$ cat src/rtl/instr_encoder.sv
// instr_encoder
//   Streaming MIPS instruction encoder. Takes decoded field bundles over a
//   valid/ready handshake and emits 32-bit machine words, each tagged with a
//   sequential instruction-memory word address. It produces only the six
//   opcodes that the main control decoder understands: R-type, LW, SW, BEQ,
//   ADDI and J.
//
// Ports
//   clk, reset       rising-edge clock, synchronous active-high reset
//   start            one-cycle pulse that opens a new load session
//   in_valid/ready   input handshake for one field bundle
//   in_kind          0=RTYPE 1=LW 2=SW 3=BEQ 4=ADDI 5=J (6,7 illegal)
//   in_rs/rt/rd      register fields
//   in_shamt/funct   R-type shift amount and function code
//   in_imm           I-type immediate
//   in_target        J-type target
//   out_valid/ready  output handshake toward the instruction memory
//   out_addr         word address of out_data
//   out_data         encoded instruction word
//   count            words delivered this session
//   full             2^ADDR_W words accepted; input closed until start/reset
//   err              sticky flag: an illegal kind was consumed
module instr_encoder #(
  parameter int ADDR_W = 6
) (
  input  logic              clk,
  input  logic              reset,
  input  logic              start,
  input  logic              in_valid,
  output logic              in_ready,
  input  logic [2:0]        in_kind,
  input  logic [4:0]        in_rs,
  input  logic [4:0]        in_rt,
  input  logic [4:0]        in_rd,
  input  logic [4:0]        in_shamt,
  input  logic [5:0]        in_funct,
  input  logic [15:0]       in_imm,
  input  logic [25:0]       in_target,
  output logic              out_valid,
  input  logic              out_ready,
  output logic [ADDR_W-1:0] out_addr,
  output logic [31:0]       out_data,
  output logic [ADDR_W:0]   count,
  output logic              full,
  output logic              err
);

  typedef enum logic {EMPTY, PEND} state_t;

  state_t              state_q, state_d;
  logic [ADDR_W:0]     wptr;
  logic [ADDR_W-1:0]   addr_p1;
  logic [31:0]         data_p1;
  logic                legal_p0;
  logic                accept_p0;
  logic                take_p0;
  logic                hs_p1;
  logic [31:0]         word_p0;

  function automatic logic [31:0] encode(
    input logic [2:0]  kind,
    input logic [4:0]  rs,
    input logic [4:0]  rt,
    input logic [4:0]  rd,
    input logic [4:0]  shamt,
    input logic [5:0]  funct,
    input logic [15:0] imm,
    input logic [25:0] target
  );
    logic [31:0] w;
    w = 32'd0;
    case (kind)
      3'd0:    w = {6'b000000, rs, rt, rd, shamt, funct};
      3'd1:    w = {6'b100011, rs, rt, imm};
      3'd2:    w = {6'b101011, rs, rt, imm};
      3'd3:    w = {6'b000100, rs, rt, imm};
      3'd4:    w = {6'b001000, rs, rt, imm};
      3'd5:    w = {6'b000010, target};
      default: w = 32'd0;
    endcase
    return w;
  endfunction

  // full is simply the carry bit of the write pointer: it is set exactly
  // when 2^ADDR_W legal bundles have been accepted.
  assign full      = wptr[ADDR_W];
  assign out_valid = (state_q == PEND);
  assign out_addr  = addr_p1;
  assign out_data  = data_p1;

  // Stage p0: input handshake and encoding
  // The start cycle refuses input so a bundle can never slip into the
  // session that start is about to clear.
  assign in_ready  = !start && !full && (!out_valid || out_ready);
  assign accept_p0 = in_valid && in_ready;
  assign legal_p0  = (in_kind <= 3'd5);
  assign take_p0   = accept_p0 && legal_p0;
  assign word_p0   = encode(in_kind, in_rs, in_rt, in_rd, in_shamt,
                            in_funct, in_imm, in_target);

  // Stage p1: pending output word
  assign hs_p1 = out_valid && out_ready;

  always_comb begin
    state_d = state_q;
    case (state_q)
      EMPTY:   if (take_p0) state_d = PEND;
      PEND:    if (hs_p1 && !take_p0) state_d = EMPTY;
      default: state_d = EMPTY;
    endcase
  end

  always_ff @(posedge clk) begin
    if (reset) begin
      state_q <= EMPTY;
      wptr    <= '0;
      count   <= '0;
      err     <= 1'b0;
      addr_p1 <= '0;
      data_p1 <= '0;
    end else if (start) begin
      // Any pending word is discarded; address/data are left as they are
      // since out_valid is low.
      state_q <= EMPTY;
      wptr    <= '0;
      count   <= '0;
      err     <= 1'b0;
    end else begin
      state_q <= state_d;
      if (take_p0) begin
        data_p1 <= word_p0;
        addr_p1 <= wptr[ADDR_W-1:0];
        wptr    <= wptr + 1'b1;
      end
      if (hs_p1) count <= count + 1'b1;
      if (accept_p0 && !legal_p0) err <= 1'b1;
    end
  end

endmodule

$ cat config.mk
export PLATFORM = sky130hd
export DESIGN_NAME = instr_encoder
export DESIGN_NICKNAME = d
export VERILOG_FILES = /design/src/rtl/instr_encoder.sv
export SDC_FILE = /design/constraint.sdc
export NUM_CORES = 1
export LEC_CHECK = 0
export BUFFER_PORTS_ARGS = -buffer_cell sky130_fd_sc_hd__buf_4
export CAP_MARGIN = 20
export CORE_UTILIZATION = 52
export CTS_CLUSTER_SIZE = 8
export DETAILED_ROUTE_END_ITERATION = 8
export PLACE_DENSITY = 0.86
export REMOVE_ABC_BUFFERS = 1
export SETUP_SLACK_MARGIN = 0.1
export SLEW_MARGIN = 20
export SYNTH_ARGS = -nofsm -noshare
export SYNTH_HDL_FRONTEND = slang
export SYNTH_SLANG_ARGS = --single-unit
$ cat constraint.sdc
create_clock -name clk -period 2.17 [get_ports clk]
set_input_delay 0.217 -clock clk [delete_from_list [all_inputs] [get_ports clk]]
set_output_delay 0.217 -clock clk [all_outputs]
set_load 0.01 [all_outputs]
# [After elaboration in Yosys (flattened, before gate mapping)]
# Index checks and enable logic that the tools add are counted.
[word_totals] regBits=54 in_bits=76 output_inout_bits=49 word_cells=36
[op_classes] n_addsub=2 n_lt_le_gt_ge=1 n_eq_ne=5 muxes=4 n_bitwise=2 reduce_logical=16
[ops] cell="one-hot mux 32 bit (6 select lines)" count=1
[ops] cell="adder 7 x 1 -> 7 bit, second input constant" count=2
[ops] cell="logical AND 1 bit" count=7
[ops] cell="equality test 3 x 2 -> 1 bit, second input constant" count=2
[ops] cell="equality test 3 bit, second input constant" count=2
[ops] cell="logical NOT 1 bit" count=5
[ops] cell="equality test 3 x 1 -> 1 bit, second input constant" count=1
[ops] cell="less-or-equal comparator 3 bit, second input constant" count=1
[ops] cell="logical NOT 3 bit" count=1
[ops] cell="2-to-1 mux 1 bit" count=2
[ops] cell="inverter 1 bit" count=2
[ops] cell="one-hot mux 1 bit (2 select lines)" count=1
[ops] cell="AND reduction 2 bit" count=1
[ops] cell="OR reduction 2 bit" count=1
[ops] cell="logical OR 1 bit" count=1

# [Longest topological paths before layout]
[logic_depth] ltp_word=9 mapped_depth=7 ltp_nobuf=5

# [Worst setup path after synthesis]
# OpenSTA, ideal clock, no wires.
[synth_path] kind="register to register" from="register state_q (netlist: out_valid)" to="register wptr[6]" setup_time_ns=0.128 arrival_time_ns=1.191 required_ns=2.042 path_slack_ns=0.851 stages_incl_launch_ff=7 path_buffers=2 synth_period_minus_slack_ns=1.319 cell_sequence="dfxtp_1 nand2b_1 and3_1 buf_6 buf_6 a31oi_1 nor2_1"
[synth_via] elab_chain_len=5
[synth_rtl] item="from (decl)" line="50" text="state_t state_q, state_d;"
[synth_rtl] item="from (signal assigned)" line="129" text="state_q <= state_d;"
[synth_rtl] item="logical NOT 1 bit" line="94" text="assign in_ready = !start && !full && (!out_valid || out_ready);"
[synth_rtl] item="logical OR 1 bit" line="94"
[synth_rtl] item="logical AND 1 bit" line="94"
[synth_rtl] item="logical AND 1 bit" line="95" text="assign accept_p0 = in_valid && in_ready;"
[synth_rtl] item="logical AND 1 bit" line="97" text="assign take_p0 = accept_p0 && legal_p0;"
[synth_rtl] item="to (signal assigned)" line="133" text="wptr <= wptr + 1'b1;"
[synth_rtl] item="to (decl)" line="51" text="logic [ADDR_W:0] wptr;"
# No other way between the ends.
# A chain may end at the register's enable or synchronous reset.

# [Worst setup path after layout]
[layout_path] from="register wptr[6]" to="register data_p1[17] (netlist: out_data[17])"
[layout_via] elab_chain_len=6
[layout_rtl] item="logical NOT 1 bit" line="94"
[layout_rtl] item="logical AND 1 bit (2 in series)" line="94"
[layout_rtl] item="logical AND 1 bit" line="95"
[layout_rtl] item="logical AND 1 bit" line="97"
[layout_rtl] item="AND reduction 2 bit (no line)"
[layout_rtl] item="to (signal assigned)" line="131" text="data_p1 <= word_p0;"
[layout_rtl] item="to (decl)" line="53" text="logic [31:0] data_p1;"
# No other way between the ends.

==> qor.csv <==
stage,metric,value,unit
status,status,"complete, no violations",
sta,"Hold Violations, Final",0,
flow_run,Max-cap violations,0,
grt,met3 Usage GRT,0.0702,
critical_path,r2r setup slk,0.50,ns
routing,DR vias,2790,
layout,Layout Nets,504,
routing,Detail Route Antenna Nets,0,
placement,DP Area,3740,um^2
routing,1st-iter DRT viols,101,
synth,Synth Warn #,0,
routing,drt drc,0,
routing,wire per inst,14.8,um
floorplan,Core Rows,26,
layout,# diodes,0,
grt,met2 Use GR,0.430,
critical_path,FF-to-FF End,out_data[17]$_SDFFE_PP0P_,
floorplan,core box area,5240,um^2
layout,Layout Cells excl Fill,497,
sta,Final setup violation count,0,
grt,global-route wire length before repair,12100,um
critical_path,Crit Reg-Reg Startpoint,wptr[6]$_SDFFE_PP0P_,
critical_path,path depth of the worst reg2reg path,5,
floorplan,die area,5890,um^2
clocking,clock transition at the registers of the reported paths,0.09,ns
grt,total gr overflow,0,
synth,Synth area leader,dfxtp_1,
routing,Avg Vias per Cell,5.61,
synth,Synth async-reset ratio,0,
hold_path,Hold Startpoint,start,
grt,layer with the highest usage,met2,
power_and_ir_drop,leakage,1.65,nW
synth,ranking of synthesized cells by area,"dfxtp_1, a211oi_2, a21oi_1",
placement,placed cell count,489,
floorplan,io pins,125,
floorplan,Die Height,76.8,um
synth,Syn Std Cell Area,2910,um^2
clocking,root buffer cell,clkbuf_8,
power_and_ir_drop,Pwr Density,571,nW/um^2
synth,average cell area after synthesis,9.00,um^2
critical_path,Crit path top cell by count,nor2_1,
critical_path,slowest CP cell,and3_2,
grt,GRT Overall Usage,0.250,
synth,ys flop type,dfxtp_1,
placement,IO Port Bufs,123,
clocking,H-Tree Depth,2,
layout,Layout area overhead,33.1,%
sta,Slew headroom,0.564,
floorplan,Starting Density,0.555,
sta,RSZ-0062 raised after global routing,no,
grt,initial antenna violation count,0,
sta,Max Fclk,598,MHz
clocking,postcts setup bufs,0,
clocking,CTS tree,done,
routing,Pre-Repair DR Iteration Count,4,
placement,final RePlAce weighted congestion,0.892,
layout,"Core Util, Final",0.739,
synth,post-synthesis register bit count,52,
sta,setup TNS,0,ns
clocking,CTS Buf Count,5,
hold_path,hold path cells,3,
clocking,deepest clock path buffer count,2,
critical_path,crit path max fanout,34,
floorplan,die extent in x,76.8,um
critical_path,CP peak stage delay,0.44,ns
critical_path,CP endpoint kind,flop,
sta,"Slew Viols, Final",0,
critical_path,Critical Path AT,1.88,ns
clocking,hold_buf cts,0,
sta,final worst slack,0.498,ns
hold_path,Tightest Hold Check Type,in -> reg,
critical_path,startpoint types,flop,
critical_path,crit-path cells,nor2_1 > and3_2 > buf_12 > nor2_1 > a211oi_1,
sta,post-layout min period,1.67,ns
routing,Total Wirelength,7360,um
synth,Yosys top cell area share,0.358,
clocking,post_cts resized,0,
layout,post-route cell area,3870,um^2
placement,HPWL after DPL,5330,um
hold_path,Hold Path Sink,wptr[3]$_SDFFE_PP0P_,
clocking,CTS Sinks,52,
power_and_ir_drop,Peak VDD IR,0.410,mV
grt,GR Layer Usage met1,0.311,
synth,Synth cell types,37,
grt,via count of the first global-routing pass,2651,
critical_path,required time worst endpoint,2.38,ns
critical_path,critical path class,reg -> reg,
synth,number of synthesized flops with an enable pin,0,
synth,sequential share of the synthesized area,0.358,
clocking,clk_lat worst skew,0.30,ns
grt,largest net degree at the start of global routing,40,
sta,worst slew pin tran,0.653,ns
synth,post-synthesis cell count,323,
sta,Worst Skew,0.00611,ns
placement,worst slack at placement,0.358,ns
sta,final worst path period share,0.771,
layout,layout cell share with drive strength beyond 1,0.433,
-- synthesized netlist by cell type (all sizes together) (10+ instances only) --
cell,instances
clkbuf,13
nor2,46
a211oi,26
buf,20
dfxtp,52
a2bb2oi,10
mux2i,17
a22oi,11
a21oi,42
nand2,22
a211o,15
-- power breakdown --
part | total, W | switching (W) | internal (W)
clock | 0.000716 | 0.000309 | 0.000407
sequential | 0.00102 | 0.0000262 | 0.000990
combinational | 0.000478 | 0.000231 | 0.000247
-- cells by family after synthesis --
logic type,synth area share
AOI/OAI and AO/OA,0.305
DFF,0.358
xor gates and xnor gates,0.0301
adders and majority gates,0.00861
other,0.00129
buffers and inverters,0.0844
and+or+nand+nor,0.154
muxes,0.0585
-- stage by stage --
step	power [W]	hold WS, ns
finish	0.00221	0.200
global placement	0.00150	0.447
detailed placement	0.00152	0.451
global route	0.00232	0.200
floorplan	0.00126	0.282
CTS	0.00222	0.196
-- routing by layer --
metal	wire, um	vias up	share of wire
li1	-	1367	-
met1	3040	1310	0.41
met2	3660	107	0.50
met3	599	6	0.081
met4	55	0	0.0075
met5	0	-	0
-- layout make-up --
class / count / area (um^2)
sequential: 52 / 1040
multi-input combinational: 235 / 1620
inverter: 3 / 11.3
tap: 70 / 87.6
clock inverter: 1 / 30.0
fill: 398 / 1370
clock buffer: 7 / 96.3
timing repair buffer: 129 / 981
-- worst max path at each step --
stage,start,endpoint,slack [ns]
3_3_place_gp,in_kind[1],out_data[13]$_SDFFE_PP0P_,0.42
6_report,wptr[6]$_SDFFE_PP0P_,out_data[17]$_SDFFE_PP0P_,0.50
3_5_place_dp,in_kind[1],out_data[2]$_SDFFE_PP0P_,0.36
2_1_floorplan,wptr[6]$_SDFFE_PP0P_,wptr[3]$_SDFFE_PP0P_,-0.18
4_1_cts,wptr[6]$_SDFFE_PP0P_,out_data[17]$_SDFFE_PP0P_,0.51
5_1_grt,wptr[6]$_SDFFE_PP0P_,out_data[17]$_SDFFE_PP0P_,0.32
-- state kept, by name, summed over array words and instances, names as in the netlist --
register / count
count: 7
err: 1
out_addr: 6
out_data: 30
out_valid: 1
wptr: 7
-- cell usage in the layout, fill, tap and decap left out, types with 3 or more instances in the layout --
cell type / count
buf_4: 128
dfxtp_1: 52
a21oi_1: 42
nor2_1: 24
nor2_2: 22
nand2_1: 22
a211oi_2: 21
mux2i_1: 17
a211o_1: 15
a22oi_1: 11
a2bb2oi_1: 10
clkbuf_8: 7
xnor2_1: 5
xor2_1: 5
a211oi_1: 5
nand3_1: 4
and2_1: 3
nor3_1: 3
nand4_1: 3
o21ai_0: 3
or3_1: 3
a32oi_1: 3
-- worst max-delay path: cells and delay by family (launching register included) --
kind                   cells  cell delay, ns
AOI/OAI and AO/OA          1            0.22
DFF                        1            0.33
buffers and inverters      1            0.27
and+or+nand+nor            3            0.75
No activity file was read; power rests on OpenSTA's default activity.
